==> config.mk <==
export PLATFORM = sky130hd
export DESIGN_NAME = bram_bank_array_flat
export DESIGN_NICKNAME = d
export VERILOG_FILES = /design/src/rtl/bram_bank_array_if.sv /design/src/rtl/bram_bank_array.sv /design/src/flat_wrapper.sv
export SDC_FILE = /design/constraint.sdc
export NUM_CORES = 2
export LEC_CHECK = 0
export ABC_AREA = 1
export CORE_UTILIZATION = 28
export CTS_BUF_LIST = sky130_fd_sc_hd__clkbuf_2 sky130_fd_sc_hd__clkbuf_4 sky130_fd_sc_hd__clkbuf_8
export DETAILED_ROUTE_END_ITERATION = 8
export GPL_ROUTABILITY_DRIVEN = 0
export PLACE_DENSITY = 0.4
export SKIP_CTS_REPAIR_TIMING = 1
export SLEW_MARGIN = 15
export SYNTH_ARGS = -nofsm -noshare
export SYNTH_HDL_FRONTEND = slang
export SYNTH_SLANG_ARGS = --single-unit
==> constraint.sdc <==
create_clock -name clk -period 2.6 [get_ports clk]
set_input_delay 0.52 -clock clk [delete_from_list [all_inputs] [get_ports clk]]
set_output_delay 0.52 -clock clk [all_outputs]
set_load 0.02 [all_outputs]
==> src/rtl/bram_bank_array_if.sv <==
// Bus bundle for bram_bank_array: one write port and one read port that
// share a single word address space, plus the read result and its strobe.
//
//   cs        chip select, gates both we and re
//   we        write enable
//   waddr     write word address
//   wmask     per-channel write enable
//   din       write data, CH_NUM channels packed LSB first
//   re        read enable
//   raddr     read word address
//   dout      read data, holds its value between reads
//   dout_vld  one-cycle strobe marking a fresh read result
//
// master: the side issuing reads/writes. slave: the memory.
interface bram_bank_array_if #(
    parameter int ADDR_WIDTH = 32,
    parameter int CH_NUM     = 3,
    parameter int DATA_WIDTH = 24
);
    logic                  cs;
    logic                  we;
    logic [ADDR_WIDTH-1:0] waddr;
    logic [CH_NUM-1:0]     wmask;
    logic [DATA_WIDTH-1:0] din;
    logic                  re;
    logic [ADDR_WIDTH-1:0] raddr;
    logic [DATA_WIDTH-1:0] dout;
    logic                  dout_vld;

    modport master (
        output cs, we, waddr, wmask, din, re, raddr,
        input  dout, dout_vld
    );

    modport slave (
        input  cs, we, waddr, wmask, din, re, raddr,
        output dout, dout_vld
    );
endinterface

==> src/rtl/bram_bank_array.sv <==
// bram_bank_array: BANK_NUM block-RAM banks of BANK_DEPTH words each, behind
// one write port and one read port sharing one address space. Used as the
// line/pixel buffer feeding the upsampling core with CH_NUM-channel pixels.
//
// Ports:
//   clk    clock, everything on the rising edge
//   rst_n  synchronous active-low reset; clears the read pipeline only,
//          memory contents are retained
//   bus    bram_bank_array_if.slave (cs/we/waddr/wmask/din/re/raddr in,
//          dout/dout_vld out)
//
// Address decode: word = addr[WA-1:0], bank = addr[WA +: BA]; all higher
// address bits are ignored so addresses wrap modulo BANK_DEPTH*BANK_NUM.
// Read latency is 1 cycle (OUT_REG=0) or 2 cycles (OUT_REG=1).
// RDW_MODE selects same-address read-during-write: 0 old data, 1 new data.
module bram_bank_array #(
    parameter int CH_WIDTH   = 8,
    parameter int CH_NUM     = 3,
    parameter int BANK_DEPTH = 32,
    parameter int BANK_NUM   = 4,
    parameter int ADDR_WIDTH = 32,
    parameter int OUT_REG    = 1,
    parameter int RDW_MODE   = 0
) (
    input  logic              clk,
    input  logic              rst_n,
    bram_bank_array_if.slave  bus
);
    localparam int DATA_WIDTH = CH_WIDTH * CH_NUM;
    localparam int WA         = $clog2(BANK_DEPTH);
    // A single bank still gets a 1-bit (always zero) bank index so that no
    // zero-width vectors appear anywhere.
    localparam int BA         = (BANK_NUM > 1) ? $clog2(BANK_NUM) : 1;

    logic            wr_en;
    logic            rd_en;
    logic [WA-1:0]   wword;
    logic [WA-1:0]   rword;
    logic [BA-1:0]   wbank;
    logic [BA-1:0]   rbank;
    logic            same_addr;

    // Address bits above the decoded range are intentionally ignored.
    logic            unused_addr_bits;
    assign unused_addr_bits = ^{bus.waddr, bus.raddr};

    // Reset drops any access presented in the same cycle.
    assign wr_en = rst_n & bus.cs & bus.we;
    assign rd_en = rst_n & bus.cs & bus.re;

    assign wword = bus.waddr[WA-1:0];
    assign rword = bus.raddr[WA-1:0];

    generate
        if (BANK_NUM > 1) begin : g_bank_dec
            assign wbank = bus.waddr[WA +: BA];
            assign rbank = bus.raddr[WA +: BA];
        end else begin : g_single_bank
            assign wbank = '0;
            assign rbank = '0;
        end
    endgenerate

    assign same_addr = (wbank == rbank) && (wword == rword);

    // ------------------------------------------------------------------
    // Banks: plain arrays, one write port and one registered read port each,
    // so every bank maps onto a block RAM with byte-style write enables.
    // The read register is read-first; write-first is handled outside.
    // ------------------------------------------------------------------
    logic [DATA_WIDTH-1:0] bank_q [BANK_NUM];

    genvar gi;
    generate
        for (gi = 0; gi < BANK_NUM; gi++) begin : g_bank
            logic [DATA_WIDTH-1:0] mem [BANK_DEPTH];
            logic [DATA_WIDTH-1:0] q_reg;
            logic                  bank_we;
            logic                  bank_re;

            assign bank_we = wr_en && (wbank == BA'(gi));
            assign bank_re = rd_en && (rbank == BA'(gi));

            always_ff @(posedge clk) begin
                if (bank_we) begin
                    for (int ci = 0; ci < CH_NUM; ci++) begin
                        if (bus.wmask[ci]) begin
                            mem[wword][ci*CH_WIDTH +: CH_WIDTH] <= bus.din[ci*CH_WIDTH +: CH_WIDTH];
                        end
                    end
                end
            end

            // q_reg only loads on a read of this bank, so the selected
            // bank's q_reg naturally holds the last result between reads.
            always_ff @(posedge clk) begin
                if (!rst_n) begin
                    q_reg <= '0;
                end else if (bank_re) begin
                    q_reg <= mem[rword];
                end
            end

            assign bank_q[gi] = q_reg;
        end
    endgenerate

    // ------------------------------------------------------------------
    // Stage 1: bank select plus write-first bypass. On a same-address
    // collision in write-first mode the written channels are captured
    // alongside the read and overlaid on the RAM output next cycle.
    // ------------------------------------------------------------------
    logic [BA-1:0]         rsel_reg;
    logic                  v1_reg;
    logic [CH_NUM-1:0]     byp_mask_reg;
    logic [DATA_WIDTH-1:0] byp_data_reg;
    logic [DATA_WIDTH-1:0] s1_data;

    always_ff @(posedge clk) begin
        if (!rst_n) begin
            rsel_reg     <= '0;
            v1_reg       <= 1'b0;
            byp_mask_reg <= '0;
            byp_data_reg <= '0;
        end else begin
            v1_reg <= rd_en;
            if (rd_en) begin
                rsel_reg     <= rbank;
                byp_data_reg <= bus.din;
                if ((RDW_MODE == 1) && wr_en && same_addr) begin
                    byp_mask_reg <= bus.wmask;
                end else begin
                    byp_mask_reg <= '0;
                end
            end
        end
    end

    always_comb begin
        s1_data = bank_q[rsel_reg];
        for (int ci = 0; ci < CH_NUM; ci++) begin
            if (byp_mask_reg[ci]) begin
                s1_data[ci*CH_WIDTH +: CH_WIDTH] = byp_data_reg[ci*CH_WIDTH +: CH_WIDTH];
            end
        end
    end

    // ------------------------------------------------------------------
    // Optional output register stage.
    // ------------------------------------------------------------------
    generate
        if (OUT_REG != 0) begin : g_out_reg
            logic [DATA_WIDTH-1:0] s2_reg;
            logic                  v2_reg;

            always_ff @(posedge clk) begin
                if (!rst_n) begin
                    s2_reg <= '0;
                    v2_reg <= 1'b0;
                end else begin
                    v2_reg <= v1_reg;
                    if (v1_reg) begin
                        s2_reg <= s1_data;
                    end
                end
            end

            assign bus.dout     = s2_reg;
            assign bus.dout_vld = v2_reg;
        end else begin : g_out_direct
            assign bus.dout     = s1_data;
            assign bus.dout_vld = v1_reg;
        end
    endgenerate
endmodule

==> src/flat_wrapper.sv <==
// flat-port wrapper written by rule: the top's interface ports become plain ports
module bram_bank_array_flat 
#(
    parameter int CH_WIDTH   = 8,
    parameter int CH_NUM     = 3,
    parameter int BANK_DEPTH = 32,
    parameter int BANK_NUM   = 4,
    parameter int ADDR_WIDTH = 32,
    parameter int OUT_REG    = 1,
    parameter int RDW_MODE   = 0
)
  (clk, rst_n, bus_cs, bus_we, bus_waddr, bus_wmask, bus_din, bus_re, bus_raddr, bus_dout, bus_dout_vld);
  bram_bank_array_if #(.ADDR_WIDTH(ADDR_WIDTH), .CH_NUM(CH_NUM), .DATA_WIDTH(24)) bus_i ();
  input  logic clk;
  input  logic rst_n;
  input wire logic [$bits(bus_i.cs)-1:0] bus_cs;
  input wire logic [$bits(bus_i.we)-1:0] bus_we;
  input wire logic [$bits(bus_i.waddr)-1:0] bus_waddr;
  input wire logic [$bits(bus_i.wmask)-1:0] bus_wmask;
  input wire logic [$bits(bus_i.din)-1:0] bus_din;
  input wire logic [$bits(bus_i.re)-1:0] bus_re;
  input wire logic [$bits(bus_i.raddr)-1:0] bus_raddr;
  output wire logic [$bits(bus_i.dout)-1:0] bus_dout;
  output wire logic [$bits(bus_i.dout_vld)-1:0] bus_dout_vld;
  assign bus_i.cs = bus_cs;
  assign bus_i.we = bus_we;
  assign bus_i.waddr = bus_waddr;
  assign bus_i.wmask = bus_wmask;
  assign bus_i.din = bus_din;
  assign bus_i.re = bus_re;
  assign bus_i.raddr = bus_raddr;
  assign bus_dout = bus_i.dout;
  assign bus_dout_vld = bus_i.dout_vld;
  bram_bank_array #(.CH_WIDTH(CH_WIDTH), .CH_NUM(CH_NUM), .BANK_DEPTH(BANK_DEPTH), .BANK_NUM(BANK_NUM), .ADDR_WIDTH(ADDR_WIDTH), .OUT_REG(OUT_REG), .RDW_MODE(RDW_MODE)) u_core (.clk(clk), .rst_n(rst_n), .bus(bus_i));
endmodule
Word level (Yosys, flattened, before mapping)
Memories as Yosys holds them, arrays and structs flattened. A register that Yosys moved wholly into a read port is not among the register bits.
Cells that the tools add are included.
{"block": "totals", "ff_bits": 28, "ram_bits": 3072, "inputBits": 96, "output_inout_bits": 25, "wordCells": 63, "n_memories": 4}
{"block": "op_classes", "magnitude_cmp": 1, "n_eq_ne": 6, "mux": 30, "bitwise_logic": 4, "n_reduce_logical": 14}
{"name": "u_core.g_bank[0].mem", "words": 32, "word_bits": 24, "rd": 1, "rd_ports_with_merged_regs": 1, "write_ports": 1, "line_no": "bram_bank_array.sv:76", "text": "logic [DATA_WIDTH-1:0] mem [BANK_DEPTH];"}
{"name": "u_core.g_bank[1].mem", "words": 32, "word_bits": 24, "rd": 1, "rd_ports_with_merged_regs": 1, "write_ports": 1, "line_no": "bram_bank_array.sv:76"}
{"name": "u_core.g_bank[2].mem", "words": 32, "word_bits": 24, "rd": 1, "rd_ports_with_merged_regs": 1, "write_ports": 1, "line_no": "bram_bank_array.sv:76"}
{"name": "u_core.g_bank[3].mem", "words": 32, "word_bits": 24, "rd": 1, "rd_ports_with_merged_regs": 1, "write_ports": 1, "line_no": "bram_bank_array.sv:76"}
{"operator": "binary-select mux 24 bit (select 2 bit)", "count": 1}
{"operator": "two-way mux 24 bit", "count": 2}
{"operator": "two-way mux 1 bit", "count": 27}
{"operator": "== test 2 bit (second input constant)", "count": 4}
{"operator": "logical AND 1 bit", "count": 8}
{"operator": "== test 2 x 1 -> 1 bit (second input constant)", "count": 2}
{"operator": "logical NOT 1 bit", "count": 4}
{"operator": "logical NOT 2 bit", "count": 2}
{"operator": "AND 1 bit", "count": 3}
{"operator": ">= comparator 3 bit (second input constant)", "count": 1}
{"operator": "NOT 2 -> 3 bit", "count": 1}

Longest topological paths before layout
{"block": "logic_depth", "ltp_word": 5, "depth_mapped": 14, "ltp_nobuf": 11}

Worst setup path before layout
No wires, ideal clock.
{"block": "synth_path", "path_kind": "input-to-reg", "startpoint": "input rst_n", "endpoint": "memory u_core.g_bank[0].mem[10][0] (enable)", "setup_ns": 0.370, "t_arrival_ns": 1.725, "required_time_ns": 2.230, "setup_slack_ns": 0.505, "path_stages": 6, "path_cell_list": "buf_2 nand3_1 nor3_2 nand2_1 buf_2 nor2_1"}
{"block": "synth_between", "elab_chain_len": 5}
{"item": "start: declaration", "line_no": "flat_wrapper.sv:15", "text": "input logic rst_n;"}
{"item": "AND 1 bit (2 in series)", "line_no": "bram_bank_array.sv:48", "text": "assign wr_en = rst_n & bus.cs & bus.we;"}
{"item": "logical AND 1 bit", "line_no": "bram_bank_array.sv:81", "text": "assign bank_we = wr_en && (wbank == BA'(gi));"}
{"item": "two-way mux 1 bit", "line_no": "bram_bank_array.sv:85", "text": "if (bank_we) begin"}
{"item": "two-way mux 1 bit (not written as such)", "line_no": "bram_bank_array.sv:88", "text": "mem[wword][ci*CH_WIDTH +: CH_WIDTH] <= bus.din[ci*CH_WIDTH +: CH_WIDTH];"}
{"item": "end: declaration", "line_no": "bram_bank_array.sv:76"}
Every way passes these cells.

Worst setup path after layout
{"block": "layout_path", "startpoint": "register u_core.g_out_reg.s2_reg[8], in the netlist u_core.bus.dout[8]", "endpoint": "output bus_dout[8]"}
{"item": "start: declaration", "line_no": "bram_bank_array.sv:153", "text": "logic [DATA_WIDTH-1:0] s2_reg;"}
{"item": "start signal: assignment", "line_no": "bram_bank_array.sv:163", "text": "s2_reg <= s1_data;"}
{"item": "end: declaration", "line_no": "flat_wrapper.sv:23", "text": "output wire logic [$bits(bus_i.dout)-1:0] bus_dout;"}
No word-level cell between the ends.

==> metrics <==
status completed; Layout Skew 67.98 ps; sum of negative setup slack 0 ps; effective utilization at floorplan between 20 and 30%; pwr/cell area 706.4 nW/um^2; post-synthesis cell area roughly 130000 sq um; I/O Buffers 70; Setup CP Type reg -> out; antenna violations before repair 47; CTS tree built; Congestion Overflow GR 0; Die X 682.1 um; CTS H-tree depth 6; DP HPWL approximately 280 mm; # IOs 121; Period minus WS final roughly 2500 ps; DR iter-0 viols 7393; final wirelength approximately 430 mm; chip height between 600 and 700 um; largest net degree at the start of global routing 129; Num Clock Sinks about 3200; syn avg cell area 11.70 sq um; library cells used by synthesis 23; worst slack at placement -188.5 ps; Core Rows 249; Max Cap Violations 0; final setup margin between 90 and 100 ps; Nets 12030; CP Cell Sequence dlymetal6s2s_1; Arr. time, crit path just under 2000 ps; period utilisation layout 96.46%; post-synthesis register bit count 3196; fill count 45580; Core ar. about 460000 sq um; Synth Instances 11070; DR DRC count 0; crit end category output pin; Via density between 4 and 5; Final Hold Viols 0; Seq/Total Area, Yosys 73.14%; DR pass1 iterations 5; clock slew seen by the registers of the worst setup and hold paths 60 ps; Setup violations, final 0; CP required approximately 2100 ps; Slew Limit Headroom 43.65%; Startpoint Class register; Ys Warns 0; routed length per instance 23.26 um; fmax 398.7 MHz; GRT Total Usage 18.13%; CP Buf/Inv Count 1; first-pass GRT wire length 616.3 mm; via count 87030; Clock Path Buffers 4; die area 465300 sq um; Lkg Pwr between 50 and 60 nW; max reg flops 3072; crit-path max FO 2; CTS root buf clkbuf_8; R2R setup slack 390 ps; maximum vdd ir drop 450.1 uV; Worst-Skew Late Latency approximately 1200 ps; Max stage delay on crit path 540 ps; Max Slew Vio Count 0; crit-path leading delay family flip-flops; Least-Margin Pin Slew 845.2 ps; post-route ant nets 0; Hold Crit Class in -> reg; Syn Nets 11170; CTS Buf Count 568; P&R area growth vs syn 20.02%; layout cells sized above 1 15.79%; vias in the first global route 86690; Slowest cell on crit path dfxtp_2
path summary, 6_finish.rpt:
path                         endpoint  cells after the start           startpoint
hold reg to reg   u_core.bus.dout[11]                      2  u_core.bus.dout[11]
setup / recovery          bus_dout[8]                      1   u_core.bus.dout[8]
setup reg to reg  u_core.bus.dout[11]                      5   u_core.rsel_reg[0]
hold / removal          u_core.v1_reg                      3               bus_re
kinds of logic (layout without fill, tap and decap cells):
kind of cell,Yosys count,count (layout),synth area share [%]
other,0,20,0
AOI/OAI and AO/OA,145,145,0.6531
and+or+nand+nor,6762,6762,22.53
buffers and inverters,970,2256,3.674
DFF,3196,3196,73.14
stage by stage:
stage	total power (W)	cells	hold slack, ps	cell area, sq um	utilization, %
2_1_floorplan	0.06097	11070	513.1	129500	-
3_3_place_gp	0.06474	17480	477.5	144000	31.30
3_5_place_dp	0.06477	17480	490.5	144000	31.30
4_1_cts	0.1113	18480	-484.7	155100	33.70
5_1_grt	0.1139	18520	7.334	155400	33.77
6_report	0.1098	18530	63.90	155400	33.78
cells in the final DEF (no fill, tap or decap), types with 2 or more instances in the layout:
cell and n:
buf_6 11, buf_4 766, nor2_4 2, clkinv_1 105, nor3_1 8, buf_12 220, dlymetal6s2s_1 24, clkinvlp_4 18
clkinv_8 5, dlygate4sd3_1 26, inv_1 183, o211ai_1 48, dfxtp_1 115, a21oi_1 72, nand2_2 32, nand3_1 2984
diode_2 20, inv_6 13, clkdlybuf4s50_1 15, nor2_1 486, clkbuf_8 597, o21ai_0 25, inv_4 2, bufinv_16 10
nor3_2 4, clkbuf_4 192, inv_8 10, clkinv_2 50, nand2_1 3244, buf_8 4, dfxtp_2 8, edfxtp_1 3072
power breakdown:
| group | switching (W) | leakage [nW] | internal, W |
|---|---|---|---|
| registers | 0.0000836 | 28.6 | 0.0565 |
| clock network | 0.0212 | 5.82 | 0.0250 |
| logic | 0.00505 | 21.5 | 0.00202 |
Yosys cell counts, drive strengths merged:
cell	count	share of area (%)
o21ai	25	0.097
nor2	488	1.4
inv	187	0.54
o211ai	48	0.28
clkinv	3	0.0087
clkbuf	184	0.53
nor3	13	0.074
buf	596	2.6
nand3	2985	12
edfxtp	3072	71
a21oi	72	0.28
nand2	3276	9.5
dfxtp	124	1.9
layout make-up:
class,instances,area (sq um),area share (%)
antenna,20,50.05,0.03220
clock buffer,789,9658,6.214
clock inverter,209,1363,0.8766
inverter,190,757.0,0.4870
multi-input combinational,6907,30110,19.37
sequential,3196,94740,60.95
tap,6149,7694,4.950
timing repair buffer,1068,11060,7.115
worst min-delay path, cell delays in order:
cell and delay, ps:
clkdlybuf4s50_1 410, nand3_2 190, inv_1 80
routing by layer:
layer / vias to the layer above / part of all wire [%] / global-route usage (%)
li1: 40860 / - / -
met1: 43080 / 45 / 24.46
met2: 2394 / 47 / 29.82
met3: 686 / 5.2 / 2.838
met4: 8 / 3.3 / 5.807
met5: - / 0.012 / 0
No activity file was read; power rests on OpenSTA's default activity.
